### config.mk
export PLATFORM = sky130hd
export DESIGN_NAME = button_ctrl
export DESIGN_NICKNAME = d
export VERILOG_FILES = /design/src/rtl/button_ctrl.sv
export SDC_FILE = /design/constraint.sdc
export NUM_CORES = 1
export LEC_CHECK = 0
export ABC_AREA = 1
export ABC_CLOCK_PERIOD_IN_PS = 2400
export BUFFER_PORTS_ARGS = -buffer_cell sky130_fd_sc_hd__buf_4
export CAP_MARGIN = 0
export CORE_MARGIN = 4
export CORE_UTILIZATION = 60
export DETAILED_ROUTE_END_ITERATION = 16
export GPL_ROUTABILITY_DRIVEN = 0
export PLACE_DENSITY = 0.85
export SLEW_MARGIN = 20
export SYNTH_ARGS = -nofsm -noshare
export SYNTH_HDL_FRONTEND = slang
export SYNTH_SLANG_ARGS = --single-unit
export TNS_END_PERCENT = 30
### constraint.sdc
create_clock -name clk -period 2.4 [get_ports clk]
set_clock_uncertainty 0.1 [all_clocks]
set_input_delay 0.48 -clock clk [delete_from_list [all_inputs] [get_ports clk]]
set_output_delay 0.48 -clock clk [all_outputs]
set_load 0.02 [all_outputs]
### src/rtl/button_ctrl.sv
// Start/pause push-button conditioner: polarity correction, 2-flop synchroniser,
// debounce, and tap/hold classification into run/pause toggling and a clear request.
module button_ctrl #(
  parameter int DEBOUNCE_CYCLES   = 1_000_000,
  parameter int LONG_PRESS_CYCLES = 200_000_000,
  parameter bit ACTIVE_HIGH       = 1'b1
) (
  input  logic clk,
  input  logic rstn,
  input  logic btn_raw,
  output logic btn_level,
  output logic press_pulse,
  output logic release_pulse,
  output logic long_pulse,
  output logic run
);

  localparam int DB_W   = $clog2(DEBOUNCE_CYCLES);
  localparam int HOLD_W = $clog2(LONG_PRESS_CYCLES);
  localparam logic [DB_W-1:0]   DB_LAST   = DB_W'(DEBOUNCE_CYCLES - 1);
  localparam logic [HOLD_W-1:0] HOLD_LAST = HOLD_W'(LONG_PRESS_CYCLES - 1);

  typedef enum logic [1:0] {
    ST_RELEASED = 2'd0,
    ST_PRESSED  = 2'd1,
    ST_LONG     = 2'd2
  } state_e;

  logic              pin_s;
  logic [1:0]        sync_q;
  logic              s_s;
  logic [DB_W-1:0]   db_cnt_q, db_cnt_d;
  logic              level_q, level_d;
  logic              rise_s, fall_s;
  state_e            state_q, state_d;
  logic [HOLD_W-1:0] hold_cnt_q, hold_cnt_d;
  logic              run_q, run_d;
  logic              press_q, press_d;
  logic              release_q, release_d;
  logic              long_q, long_d;

  // Normalise the pin so that 1 always means "pressed".
  always_comb begin
    if (ACTIVE_HIGH) begin
      pin_s = btn_raw;
    end else begin
      pin_s = ~btn_raw;
    end
  end

  // Two-flop synchroniser; resets to the not-pressed level.
  always_ff @(posedge clk or negedge rstn) begin
    if (!rstn) begin
      sync_q <= 2'b00;
    end else begin
      sync_q <= {sync_q[0], pin_s};
    end
  end

  assign s_s = sync_q[1];

  // Debounce: count cycles of disagreement, flip the level after a full stable run.
  always_comb begin
    db_cnt_d = db_cnt_q;
    level_d  = level_q;
    if (s_s == level_q) begin
      db_cnt_d = '0;
    end else if (db_cnt_q == DB_LAST) begin
      level_d  = ~level_q;
      db_cnt_d = '0;
    end else begin
      db_cnt_d = db_cnt_q + DB_W'(1);
    end
  end

  // Debounced level edges, aligned with the edge on which btn_level itself changes.
  always_comb begin
    rise_s = level_d & ~level_q;
    fall_s = ~level_d & level_q;
  end

  // Debounce state registers.
  always_ff @(posedge clk or negedge rstn) begin
    if (!rstn) begin
      db_cnt_q <= '0;
      level_q  <= 1'b0;
    end else begin
      db_cnt_q <= db_cnt_d;
      level_q  <= level_d;
    end
  end

  // Press classifier next state: a release before the hold limit is a tap,
  // reaching the limit first is a long hold; a release coinciding with the limit is a tap.
  always_comb begin
    state_d    = state_q;
    hold_cnt_d = hold_cnt_q;
    run_d      = run_q;
    press_d    = 1'b0;
    release_d  = 1'b0;
    long_d     = 1'b0;
    case (state_q)
      ST_RELEASED: begin
        if (rise_s) begin
          state_d    = ST_PRESSED;
          press_d    = 1'b1;
          hold_cnt_d = '0;
        end else begin
          state_d = ST_RELEASED;
        end
      end
      ST_PRESSED: begin
        if (fall_s) begin
          state_d   = ST_RELEASED;
          release_d = 1'b1;
          run_d     = ~run_q;
        end else if (hold_cnt_q == HOLD_LAST) begin
          state_d = ST_LONG;
          long_d  = 1'b1;
          run_d   = 1'b0;
        end else begin
          hold_cnt_d = hold_cnt_q + HOLD_W'(1);
        end
      end
      ST_LONG: begin
        if (fall_s) begin
          state_d   = ST_RELEASED;
          release_d = 1'b1;
        end else begin
          state_d = ST_LONG;
        end
      end
      default: begin
        state_d    = ST_RELEASED;
        hold_cnt_d = '0;
        run_d      = 1'b0;
      end
    endcase
  end

  // Classifier state, hold counter and registered outputs.
  always_ff @(posedge clk or negedge rstn) begin
    if (!rstn) begin
      state_q    <= ST_RELEASED;
      hold_cnt_q <= '0;
      run_q      <= 1'b0;
      press_q    <= 1'b0;
      release_q  <= 1'b0;
      long_q     <= 1'b0;
    end else begin
      state_q    <= state_d;
      hold_cnt_q <= hold_cnt_d;
      run_q      <= run_d;
      press_q    <= press_d;
      release_q  <= release_d;
      long_q     <= long_d;
    end
  end

  assign btn_level     = level_q;
  assign press_pulse   = press_q;
  assign release_pulse = release_q;
  assign long_pulse    = long_q;
  assign run           = run_q;

endmodule

Word level (Yosys, flattened, before mapping)
Index checks and enable logic that the tools add are counted.
{"block": "word_totals", "elab_cells": 55, "out_inout_bits": 5, "input_bits": 3, "ff_bits": 57}
{"block": "classes", "add_sub_neg": 2, "mux": 23, "n_bitwise": 7, "n_reduce_logical": 5, "n_eq_ne": 9}
{"cell": "$mux W28", "n": 3}
{"cell": "$pmux W28 S3", "n": 1}
{"cell": "$mux W20", "n": 2}
{"cell": "$add A28 B1 Y28 const B", "n": 1}
{"cell": "$eq A28 B28 Y1 const B", "n": 1}
{"cell": "$add A20 B1 Y20 const B", "n": 1}
{"cell": "$eq A20 B20 Y1 const B", "n": 1}
{"cell": "$mux W1", "n": 12}
{"cell": "$mux W2", "n": 3}
{"cell": "$ne A2 B2 Y1 const B", "n": 3}
{"cell": "$pmux W2 S3", "n": 1}
{"cell": "$not A1 Y1", "n": 5}
{"cell": "$reduce_and A4 Y1", "n": 1}
{"cell": "$reduce_or A2 Y1", "n": 2}
{"cell": "$ne A3 B3 Y1 const B", "n": 1}
{"cell": "$and A1 B1 Y1", "n": 2}
{"cell": "$eq A2 B1 Y1 const B", "n": 1}
{"cell": "$eq A2 B2 Y1 const B", "n": 1}
{"cell": "$logic_not A2 Y1", "n": 1}
{"cell": "$pmux W1 S2", "n": 1}
{"cell": "$reduce_and A2 Y1", "n": 1}
{"cell": "$eq A1 B1 Y1", "n": 1}

Longest topological paths before layout
Gate-level depths: netlist of the first run.
{"block": "depth", "ltp_word": 7, "depth_mapped": 11, "ltp_nobuf": 11}

Least setup slack after synthesis of the first run
OpenSTA, ideal clock, no wires.
{"block": "synth_path", "path_type": "register to register", "startpoint": "reg hold_cnt_q[0]", "endpoint": "reg hold_cnt_q[19]", "t_arrival_ps": 1529, "setup_slack_ps": 650, "n_path_buf": 1, "stages_incl_launch_ff": 12, "period_less_slack_ps": 1750, "t_required_ps": 2179, "setup_time_ps": 121, "path_cell_list": "dfrtp_1 > ha_1 > nand2_1 > nor2_2 > nand2_2 > nor2_2 > nand3_1 > nand2_2 > nor2_4 > buf_4 > nand2_1 > nand2_1"}
{"block": "synth_via", "elab_chain_len": 4, "word_cells_on_any_way": 7, "classes_between": "1 x add/sub; 2 x eq/ne; 3 x mux; 1 x reduce/logical"}
{"element": "start: declaration", "line_no": "36", "rtl": "logic [HOLD_W-1:0] hold_cnt_q, hold_cnt_d;"}
{"element": "start signal: assignment", "line_no": "152", "rtl": "hold_cnt_q <= hold_cnt_d;"}
{"element": "$add A28 B1 Y28", "line_no": "122", "rtl": "hold_cnt_d = hold_cnt_q + HOLD_W'(1);"}
{"element": "$mux W28", "line_no": "117", "rtl": "end else if (hold_cnt_q == HOLD_LAST) begin"}
{"element": "$mux W28", "line_no": "113", "rtl": "if (fall_s) begin"}
{"element": "$pmux W28 S3", "line_no": "102", "rtl": "case (state_q)"}
Several ways; a longest one is shown, not always the timed one. The select of a mux whose other input is x is not followed.
A chain may end at the register's enable or synchronous reset.

Final worst setup path of the first run
{"block": "layout_path", "startpoint": "reg hold_cnt_q[0]", "endpoint": "reg hold_cnt_q[21]"}
The elaborated chain is that of the path after synthesis.

==> run metrics, run 1 <==
top-count cell post-synth nand2_1; Post-Syn Nets 577; number of setup buffers added after CTS 0; DR WL/cell 13.0 um; 1st-pass router iterations 5; Buffers on Ports 7; CP endpoint kind flop; vias in the first global route 3472; combinational share of power 2.1%; PwrDens 476 nW/um^2; largest cells by area after synthesis dfrtp_1 38%, nand2_1 19%, nor2_1 12%; Netlist cell types 27; Remaining DRCs 0; Yosys top cell by area dfrtp_1; All-Layer GR Usage 24.9%; RSZ-0062 raised after global routing false; Critical Path RT 2.52 ns; post-synthesis sequential area ratio 37.9%; maximum clock path buffer count 2; die outline area 7610 um^2; run status finished clean; Setup WS pre-CTS 0.286 ns; GR Overflow Total 0; later-pin clock latency in the skew report 0.34 ns; Vias 3596; Slew headroom 53.3%; # setup viols final 0; Filler cells 493; # nets final 591; initial antenna violation count 0; smallest setup slack after layout 0.236 ns; Area growth syn-to-layout 8.24%; Sw Pwr 428 uW; Mapped Cells 568; Max Slew Vio Count 0; max_cap viols 0; Initial Utilization 62.8%; TritonCTS Buffers 9; share of cells above drive strength 1 6.81%; Setup CP Type reg -> reg; final worst path period share 90.2%; largest fanout on the critical path 28; DR iter-0 viols 274; first-pass GRT wire length 15000 um; DP Wirelength 6280 um; register share of total power 50.0%; Placement Rows 28; IO Count 8; Routed Antenna Nets 0; CTS Hold Bufs 0; R2R Setup Slk 0.24 ns; DIE WIDTH 87.2 um; CP Launch Type flop; fin crit period 2.16 ns; Worst Tran Pin Value 0.700 ns; Yosys top cell area share 37.9%; H-tree depth 3; synth cell count leaders 194 x nand2_1, 117 x nor2_1, 61 x inv_1, 57 x dfrtp_1, 28 x o21bai_1; class of the worst hold path in -> async; Tot Pwr 1.94 mW; Yosys Warn Count 0; Mean Syn Cell Area 6.63 um^2; TNS Setup 0 ns; clock-pin transition on the worst setup and hold timing paths 0.06 ns; vias per cell 5.43; WHS 0.0823 ns; total routed wirelength 8580 um; Clk network pwr share 47.9%; Critical Path AT 2.29 ns; die height 87.2 um; Clock Sinks 57; Final Instance Area 4080 um^2; LEAKAGE 1.80 nW; diode count 0; Async SR Flop Fraction 100%; Post-synth top flop dfrtp_1; Core Box Area 5990 um^2; Seq cells post-synth 57; Syn Std Cell Area 3760 um^2; Int Pwr 1.51 mW; Resized cells post-CTS 0; CTS tree built; peak supply drop 0.000377 V; Root Buffer clkbuf_8; Hold Violations, Final 0; dpl cell area 3870 um^2; Post-synth EDFFs 0; Sw Ratio 22.1%; Fmax 462 MHz; largest net degree at the start of global routing 58
==> stage by stage <==
step / utilization (%) / std cells
floorplan: - / 568
global placement: 64.6 / 646
detailed placement: 64.6 / 646
CTS: 68.0 / 662
global route: 68.0 / 662
finish: 68.0 / 662
==> per-layer routing <==
layer | wire length (um) | vias up | GRT usage, % | share of wire, %
met4 | 255 | 0 | 12.1 | 3.0
met1 | 3640 | 1652 | 29.4 | 42
met2 | 4220 | 125 | 42.6 | 49
met5 | 0 | - | 0 | 0
met3 | 459 | 27 | 5.58 | 5.4
li1 | - | 1792 | - | -
==> flip-flops by register name, summed over array words and instances (netlist names) <==
| signal | count |
|---|---|
| btn_level | 1 |
| db_cnt_q | 20 |
| hold_cnt_q | 28 |
| long_pulse | 1 |
| press_pulse | 1 |
| release_pulse | 1 |
| run | 1 |
| state_q | 2 |
| sync_q | 2 |
==> placed cells by master (no fill, tap or decap) <==
master      instances
a21oi_1            10
a31oi_1             2
and2_1              1
buf_4              14
bufinv_16           1
clkbuf_1            1
clkbuf_8           11
clkinv_1            1
clkinv_2            1
clkinv_4            1
clkinvlp_4          1
dfrtp_1            57
ha_1                6
inv_1              61
inv_2               1
nand2_1           194
nand2_2             4
nand3_1            22
nand3_2             1
nand4_1            10
nor2_1            117
nor2_2              2
nor2_4              3
nor3_1             14
nor3b_1             4
o21a_1              1
o21ai_0             9
o21bai_1           28
xnor2_1             2
xor2_1              7
==> layout make-up <==
cell class                      instances  area, um^2  share of cell area [%]
Tap cell                               75        93.8                    2.30
Clock inverter                          4        51.3                    1.26
Multi-Input combinational cell        437        2010                    49.2
Inverter                               63         236                    5.80
Timing Repair Buffer                   14         105                    2.58
Sequential cell                        57        1430                    35.0
Clock buffer                           12         155                    3.81
==> final timing paths <==
path,startpoint,end,depth (start not counted)
max,hold_cnt_q[0],hold_cnt_q[21],11
min,rstn,hold_cnt_q[1],1
max reg2reg,hold_cnt_q[0],hold_cnt_q[21],11
min reg2reg,sync_q[0],sync_q[1],0
max in group asynchronous,rstn,db_cnt_q[3],1
min in group clk,btn_raw,sync_q[0],1
==> critical path: stages (launching register included) <==
cell and delay, ns:
dfrtp_1 0.45, ha_1 0.30, nand2_1 0.11, nor2_2 0.16
nand2_2 0.12, nor2_2 0.16, nand3_1 0.10, nand2_2 0.11
nor2_4 0.04, buf_4 0.23, nand2_1 0.10, nand2_1 0.05
==> power by group through the flow <==
stage | Sequential [mW] | Combinational, mW | Clock, mW
global placement | 0.988 | 0.0411 | 0
detailed placement | 0.988 | 0.0417 | 0
global route | 0.970 | 0.0476 | 0.997
finish | 0.970 | 0.0405 | 0.929
floorplan | 0.988 | 0.0160 | 0
CTS | 0.970 | 0.0419 | 0.945
==> kinds of logic (layout without fill, tap and decap cells) <==
family,Yosys count,count (layout),synth area share (%)
AOI/OAI and AO/OA,50,50,8.64
xor gates and xnor gates,9,9,2.09
adders and majority gates,6,6,1.99
buffers and inverters,74,93,8.81
DFF,57,57,37.9
and+or+nand+nor,372,372,40.6
Power figures use the tool's default switching activity.
==> run 2: changes to the inputs <==
Settings changed: CELL_PAD_IN_SITES_DETAIL_PLACEMENT set to 2, CELL_PAD_IN_SITES_GLOBAL_PLACEMENT set to 2, CORE_UTILIZATION 60 to 36, PLACE_DENSITY 0.85 to 0.89.
==> run 2 against run 1 <==
  * Sequential power hardly changed
  * Wire length is 69% higher
  * Sequential share of layout area fell by 0.42 points
  * Final cell count increased by 8.9%
  * Critical endpoint unchanged
==> run metrics, run 2 (synthesized netlist as in run 1, its figures left out) <==
later-pin clock latency in the skew report 0.35 ns (about the same); die height 110 um (+26%); DIE WIDTH 110 um (+26%); LEAKAGE 1.78 nW (-1.4%); Fmax 447 MHz (-3.2%); Routed Antenna Nets 0 (unchanged); RR Endpoint hold_cnt_q[21]; met2 Use GR 45.6% (+3.0 points); most common cell after layout, fill and taps aside nand2_1; smallest setup slack after layout 0.164 ns (-0.0713 ns); initial antenna violation count 0 (unchanged); GR Overflow Total 0 (unchanged); CP Launch Type flop; Hold Violations, Final 0 (unchanged); most frequent cells in the layout 194 x nand2_1, 116 x nor2_1, 61 x inv_1, 57 x dfrtp_1, 28 x o21bai_1; TNS Setup 0 ns (unchanged); class of the worst hold path in -> async; Buffers on Ports 7 (unchanged); met1 Use GR 30.9% (+1.5 points); vias per cell 5.36 (-1.4%); Sw Pwr 479 uW (+12%); Clock Sinks 57 (unchanged); largest fanout on the critical path 28 (unchanged); Worst Setup EP hold_cnt_q[21]; register share of total power 51.6% (+1.6 points); Worst Setup SP hold_cnt_q[0]; peak supply drop 0.000272 V (-28%); R2R Setup Slk 0.16 ns (-0.07 ns); max_cap viols 0 (unchanged); H-tree depth 3 (unchanged); RSZ-0062 raised after global routing false; combinational share of power 2.5% (+0.4 points); vias in the first global route 4303 (+24%); DP Wirelength 9980 um (+59%); final worst path period share 93.1% (+3.0 points); WHS 0.108 ns (+0.0259 ns); 1st-pass router iterations 4 (-1); PwrDens 456 nW/um^2 (-4.2%); Root Buffer clkbuf_8; Initial Utilization 36.6% (-26 points); CTS Hold Bufs 0 (unchanged); grt peak-use layer met2; Clk network pwr share 45.8% (-2.1 points); clock-pin transition on the worst setup and hold timing paths 0.07 ns (about the same); share of cells above drive strength 1 6.84% (+0.023 points); run status finished clean; Remaining DRCs 0 (unchanged); All-Layer GR Usage 25.4% (+0.53 points); most flop-heavy register hold_cnt_q; number of setup buffers added after CTS 0 (unchanged); max FFs per register 28 (unchanged); Area growth syn-to-layout 9.57%; Placement Rows 37 (+32%); die outline area 12200 um^2 (+60%); Max Slew Vio Count 0 (unchanged); CP endpoint kind flop; CTS tree built; Critical R2R Launch hold_cnt_q[0]; Critical Path AT 2.41 ns (+0.12 ns); Slew headroom 46.5% (-6.8 points); Core Box Area 10300 um^2 (+72%); first-pass GRT wire length 23300 um (+56%); Filler cells 1281 (+160%); Sw Ratio 25.5% (+3.4 points); Setup WS pre-CTS 0.0878 ns (-0.198 ns); largest net degree at the start of global routing 58 (unchanged); largest registers hold_cnt_q x28, db_cnt_q x20; number of cells on the worst reg-to-reg path 10 (-1); Worst Tran Pin Value 0.802 ns (+0.102 ns); IO Count 8 (unchanged); met3 Use GR 4.19% (-1.4 points); maximum clock path buffer count 2 (unchanged); Critical Path RT 2.58 ns (+0.06 ns); fin crit period 2.24 ns (+0.0713 ns); Resized cells post-CTS 0 (unchanged); # nets final 589 (-0.34%); total routed wirelength 14500 um (+69%); fin util 40.1% (-28 points); diode count 0 (unchanged); Int Pwr 1.40 mW (-7.3%); # setup viols final 0 (unchanged); DR iter-0 viols 235 (-14%); Vias 3862 (+7.4%); DR WL/cell 20.1 um (+55%); Setup CP Type reg -> reg; TritonCTS Buffers 9 (unchanged)
-- run 2: cell types whose count changed in the layout (fill, tap and decap cells not counted), sizes merged --
cell / before / now
buf: 14 / 11
bufinv: 1 / 0
clkbuf: 12 / 11
clkinv: 3 / 4
clkinvlp: 1 / 2
nor2: 122 / 123
-- run 2: metrics by stage --
step | instances | power (mW) | area, um^2
final | 721 | 1.88 | 4130
after global routing | 721 | 1.97 | 4130
after CTS | 720 | 1.91 | 4100
after detailed placement | 704 | 1.04 | 3920
after global placement | 704 | 1.03 | 3920
after floorplan | 568 | 1.00 | 3760
-- run 2: worst min path at each step --
stage | slack, ns | cells after the start | to | startpoint
final | 0.11 | 1 | hold_cnt_q[19] | rstn
after global routing | 0.12 | 1 | sync_q[0] | btn_raw
after CTS | 0.11 | 1 | sync_q[0] | btn_raw
after detailed placement | 0.24 | 0 | sync_q[1] | sync_q[0]
after global placement | 0.25 | 0 | sync_q[1] | sync_q[0]
after floorplan | 0.08 | 0 | btn_level | rstn
-- run 2: critical path, cell delays in order (launching register included) --
cell and delay (ns):
dfrtp_1 0.44, ha_1 0.28, nand2_1 0.11, nor2_2 0.15, nand2_2 0.12, nor2_2 0.17
nand3_1 0.11, nand2_2 0.20, buf_8 0.26, o21bai_1 0.12, nand2_1 0.09
-- run 2: layout make-up --
type / count / area [um^2] / area share [%]
clock buffer: 11 / 151 / 3.67
clock inverter: 5 / 30.0 / 0.728
inverter: 63 / 236 / 5.73
multi-input combinational: 438 / 2020 / 49.0
sequential: 57 / 1430 / 34.6
tap: 136 / 170 / 4.12
timing repair buffer: 11 / 90.1 / 2.18
-- run 2: power groups by stage --
| stage | clock [mW] | sequential [mW] | combinational [mW] |
|---|---|---|---|
| 3_3_place_gp | 0 | 0.988 | 0.0448 |
| 6_report | 0.862 | 0.971 | 0.0474 |
| 3_5_place_dp | 0 | 0.990 | 0.0494 |
| 4_1_cts | 0.885 | 0.971 | 0.0497 |
| 5_1_grt | 0.940 | 0.971 | 0.0544 |
| 2_1_floorplan | 0 | 0.988 | 0.0160 |
-- run 2: per-layer routing --
| metal | vias up | wire length [um] | part of all wire, % |
|---|---|---|---|
| li1 | 1795 | - | - |
| met2 | 76 | 7630 | 53 |
| met3 | 29 | 477 | 3.3 |
| met5 | - | 0 | 0 |
| met1 | 1962 | 6050 | 42 |
| met4 | 0 | 306 | 2.1 |
==> run 3: changes to the inputs <==
Settings changed: ABC_CLOCK_PERIOD_IN_PS 2400 to 1800, CORE_UTILIZATION 36 to 32, PLACE_DENSITY 0.89 to 0.84.
Clock period 2.4 ns to 1.8 ns, I/O delays scaled along.
==> run 3 against run 2 <==
  * The run now ends with negative setup slack left
  * Critical path depth up 1
  * Sequential share of layout area shrank 8.9 points
  * Register-to-register slack got worse by 0.58 ns
  * Critical endpoint is now hold_cnt_q[27]
==> run metrics, run 3 (synthesized netlist as in run 1, its figures left out) <==
Critical Path RT 2.00 ns (-0.58 ns); vias per cell 5.83 (+8.9%); Vias 4807 (+24%); Initial Utilization 32.8% (-3.8 points); CP Launch Type flop; clock-pin transition on the worst setup and hold timing paths 0.07 ns (about the same); failing checks negative setup slack; Slew headroom 63.8% (+17 points); class of the worst hold path in -> reg; DIE WIDTH 116 um (+5.6%); largest net degree at the start of global routing 36 (-38%); Hold Crit Start btn_raw; # setup viols final 49 (+49); Fmax 452 MHz (+0.96%); Core Box Area 11500 um^2 (+12%); LEAKAGE 2.48 nW (+40%); TritonCTS Buffers 9 (unchanged); Root Buffer clkbuf_16; CP endpoint kind flop; final worst path period share 123% (+30 points); Critical R2R Launch hold_cnt_q[17]; most flop-heavy register hold_cnt_q; Critical Path AT 2.42 ns (about the same); CP max-delay cell dfrtp_1; Setup CP Type reg -> reg; fin crit period 2.21 ns (-0.0212 ns); largest fanout on the critical path 3 (-89%); Max Slew Vio Count 0 (unchanged); initial antenna violation count 0 (unchanged); DR iter-0 viols 377 (+60%); die outline area 13600 um^2 (+12%); DR WL/cell 30.6 um (+53%); 1st-pass router iterations 5 (+1); Setup WS pre-CTS -0.406 ns (-0.494 ns); maximum clock path buffer count 2 (unchanged); peak supply drop 0.000825 V (+200%); first-pass GRT wire length 34100 um (+47%); max FFs per register 28 (unchanged); Buffers on Ports 7 (unchanged); Area growth syn-to-layout 48.2%; total routed wirelength 25200 um (+75%); Hold Violations, Final 0 (unchanged); Clock Sinks 57 (unchanged); RSZ-0062 raised after global routing true; run status complete, but fails checks; RR Endpoint hold_cnt_q[27]; IO Count 8 (unchanged); hold endpoint sync_q[0]; Placement Rows 39 (+5.4%); GR Overflow Total 0 (unchanged); Worst Tran Pin Value 0.544 ns (-0.259 ns); die height 116 um (+5.6%); crit path cell chain buf_4 > nand2_1 > nor2_1 > nand2_1 > nor2_2 > nand2_1 > nand2_1 > nand2_1 > nor2_1 > nand2_2 > nand2_1; # nets final 685 (+16%); later-pin clock latency in the skew report 0.37 ns (+0.02 ns); R2R Setup Slk -0.41 ns (-0.58 ns); smallest setup slack after layout -0.414 ns (-0.579 ns); share of cells above drive strength 1 33.5% (+27 points); Tot Pwr 3.40 mW (+81%); Routed Antenna Nets 0 (unchanged); CTS tree built; max incr delay on CP 0.48 ns (+0.04 ns); DP Wirelength 12000 um (+20%); max_cap viols 0 (unchanged); vias in the first global route 5475 (+27%); most frequent cells in the layout 161 x nand2_1, 90 x buf_4, 88 x nor2_1, 53 x dfrtp_1, 52 x inv_1; PwrDens 609 nW/um^2 (+34%); number of cells on the worst reg-to-reg path 11 (+1); critical path's most frequent cell nand2_1; largest registers hold_cnt_q x28, db_cnt_q x20; diode count 0 (unchanged); Worst Hold Depth 1; H-tree depth 3 (unchanged); TNS Setup -10.79 ns (-10.79 ns); All-Layer GR Usage 35.1% (+9.7 points); Remaining DRCs 0 (unchanged); most common cell after layout, fill and taps aside nand2_1
==> run 3: power breakdown <==
group          switching [mW]  leakage [nW]  total [mW]  internal [mW]
clock network           0.777         0.157        2.00           1.23
logic                  0.0658          1.54      0.0947         0.0289
registers             0.00828         0.783        1.30           1.29
total                   0.851          2.48        3.40           2.54
==> run 3: routing by layer <==
layer  vias up  track usage [%]  part of all wire [%]
li1       1983                -                     -
met1      2452             35.2                    35
met2       238             63.4                    51
met3       134             6.99                   5.4
met4         0             27.1                   8.4
met5         -                0                     0
==> run 3: worst max path at each step <==
stage | depth (start not counted) | to | from | slack [ns]
finish | 11 | hold_cnt_q[27] | hold_cnt_q[17] | -0.41
detailed placement | 10 | hold_cnt_q[0] | hold_cnt_q[0] | -0.41
global placement | 10 | hold_cnt_q[9] | hold_cnt_q[0] | -0.19
CTS | 12 | hold_cnt_q[5] | db_cnt_q[7] | -0.08
global route | 7 | db_cnt_q[7] | btn_level | -0.46
floorplan | 11 | hold_cnt_q[19] | hold_cnt_q[0] | 0.05
==> run 3: timing repair <==
| item | CTS | global route |
|---|---|---|
| hold endpoints to repair | 33 | 0 |
| gates resized for setup | 62 | 77 |
| gates cloned | 4 | 0 |
| hold buffers | 1 | 0 |
| pin swaps | 14 | 13 |
| endpoints found under the setup margin | 42 | 53 |
| setup buffers | 10 | 4 |
==> run 3: area by class of cell <==
class                      instances  area, um^2
clock buffer                       9         225
tap                              143         179
inverter                          63         245
timing repair buffer             107         977
fill                            1253        5890
clock inverter                     7         103
multi-input combinational        438        2420
sequential                        57        1430
==> run 3: worst max-delay path: cells and delay by family, from the launching register on <==
kind	cells	cell delay, ns
and+or+nand+nor	10	1.37
DFF	1	0.48
buffers and inverters	1	0.20
==> run 3: metrics by stage <==
stage | utilization (%) | hold slack (ns) | std cells | cell area [um^2]
after floorplan | - | -0.0356 | 568 | 3760
after global placement | 39.7 | 0.236 | 790 | 4550
after detailed placement | 39.7 | 0.245 | 790 | 4550
after CTS | 46.6 | 0.00695 | 821 | 5340
after global routing | 48.6 | 0.00606 | 824 | 5580
final | 48.6 | 0.0112 | 824 | 5580
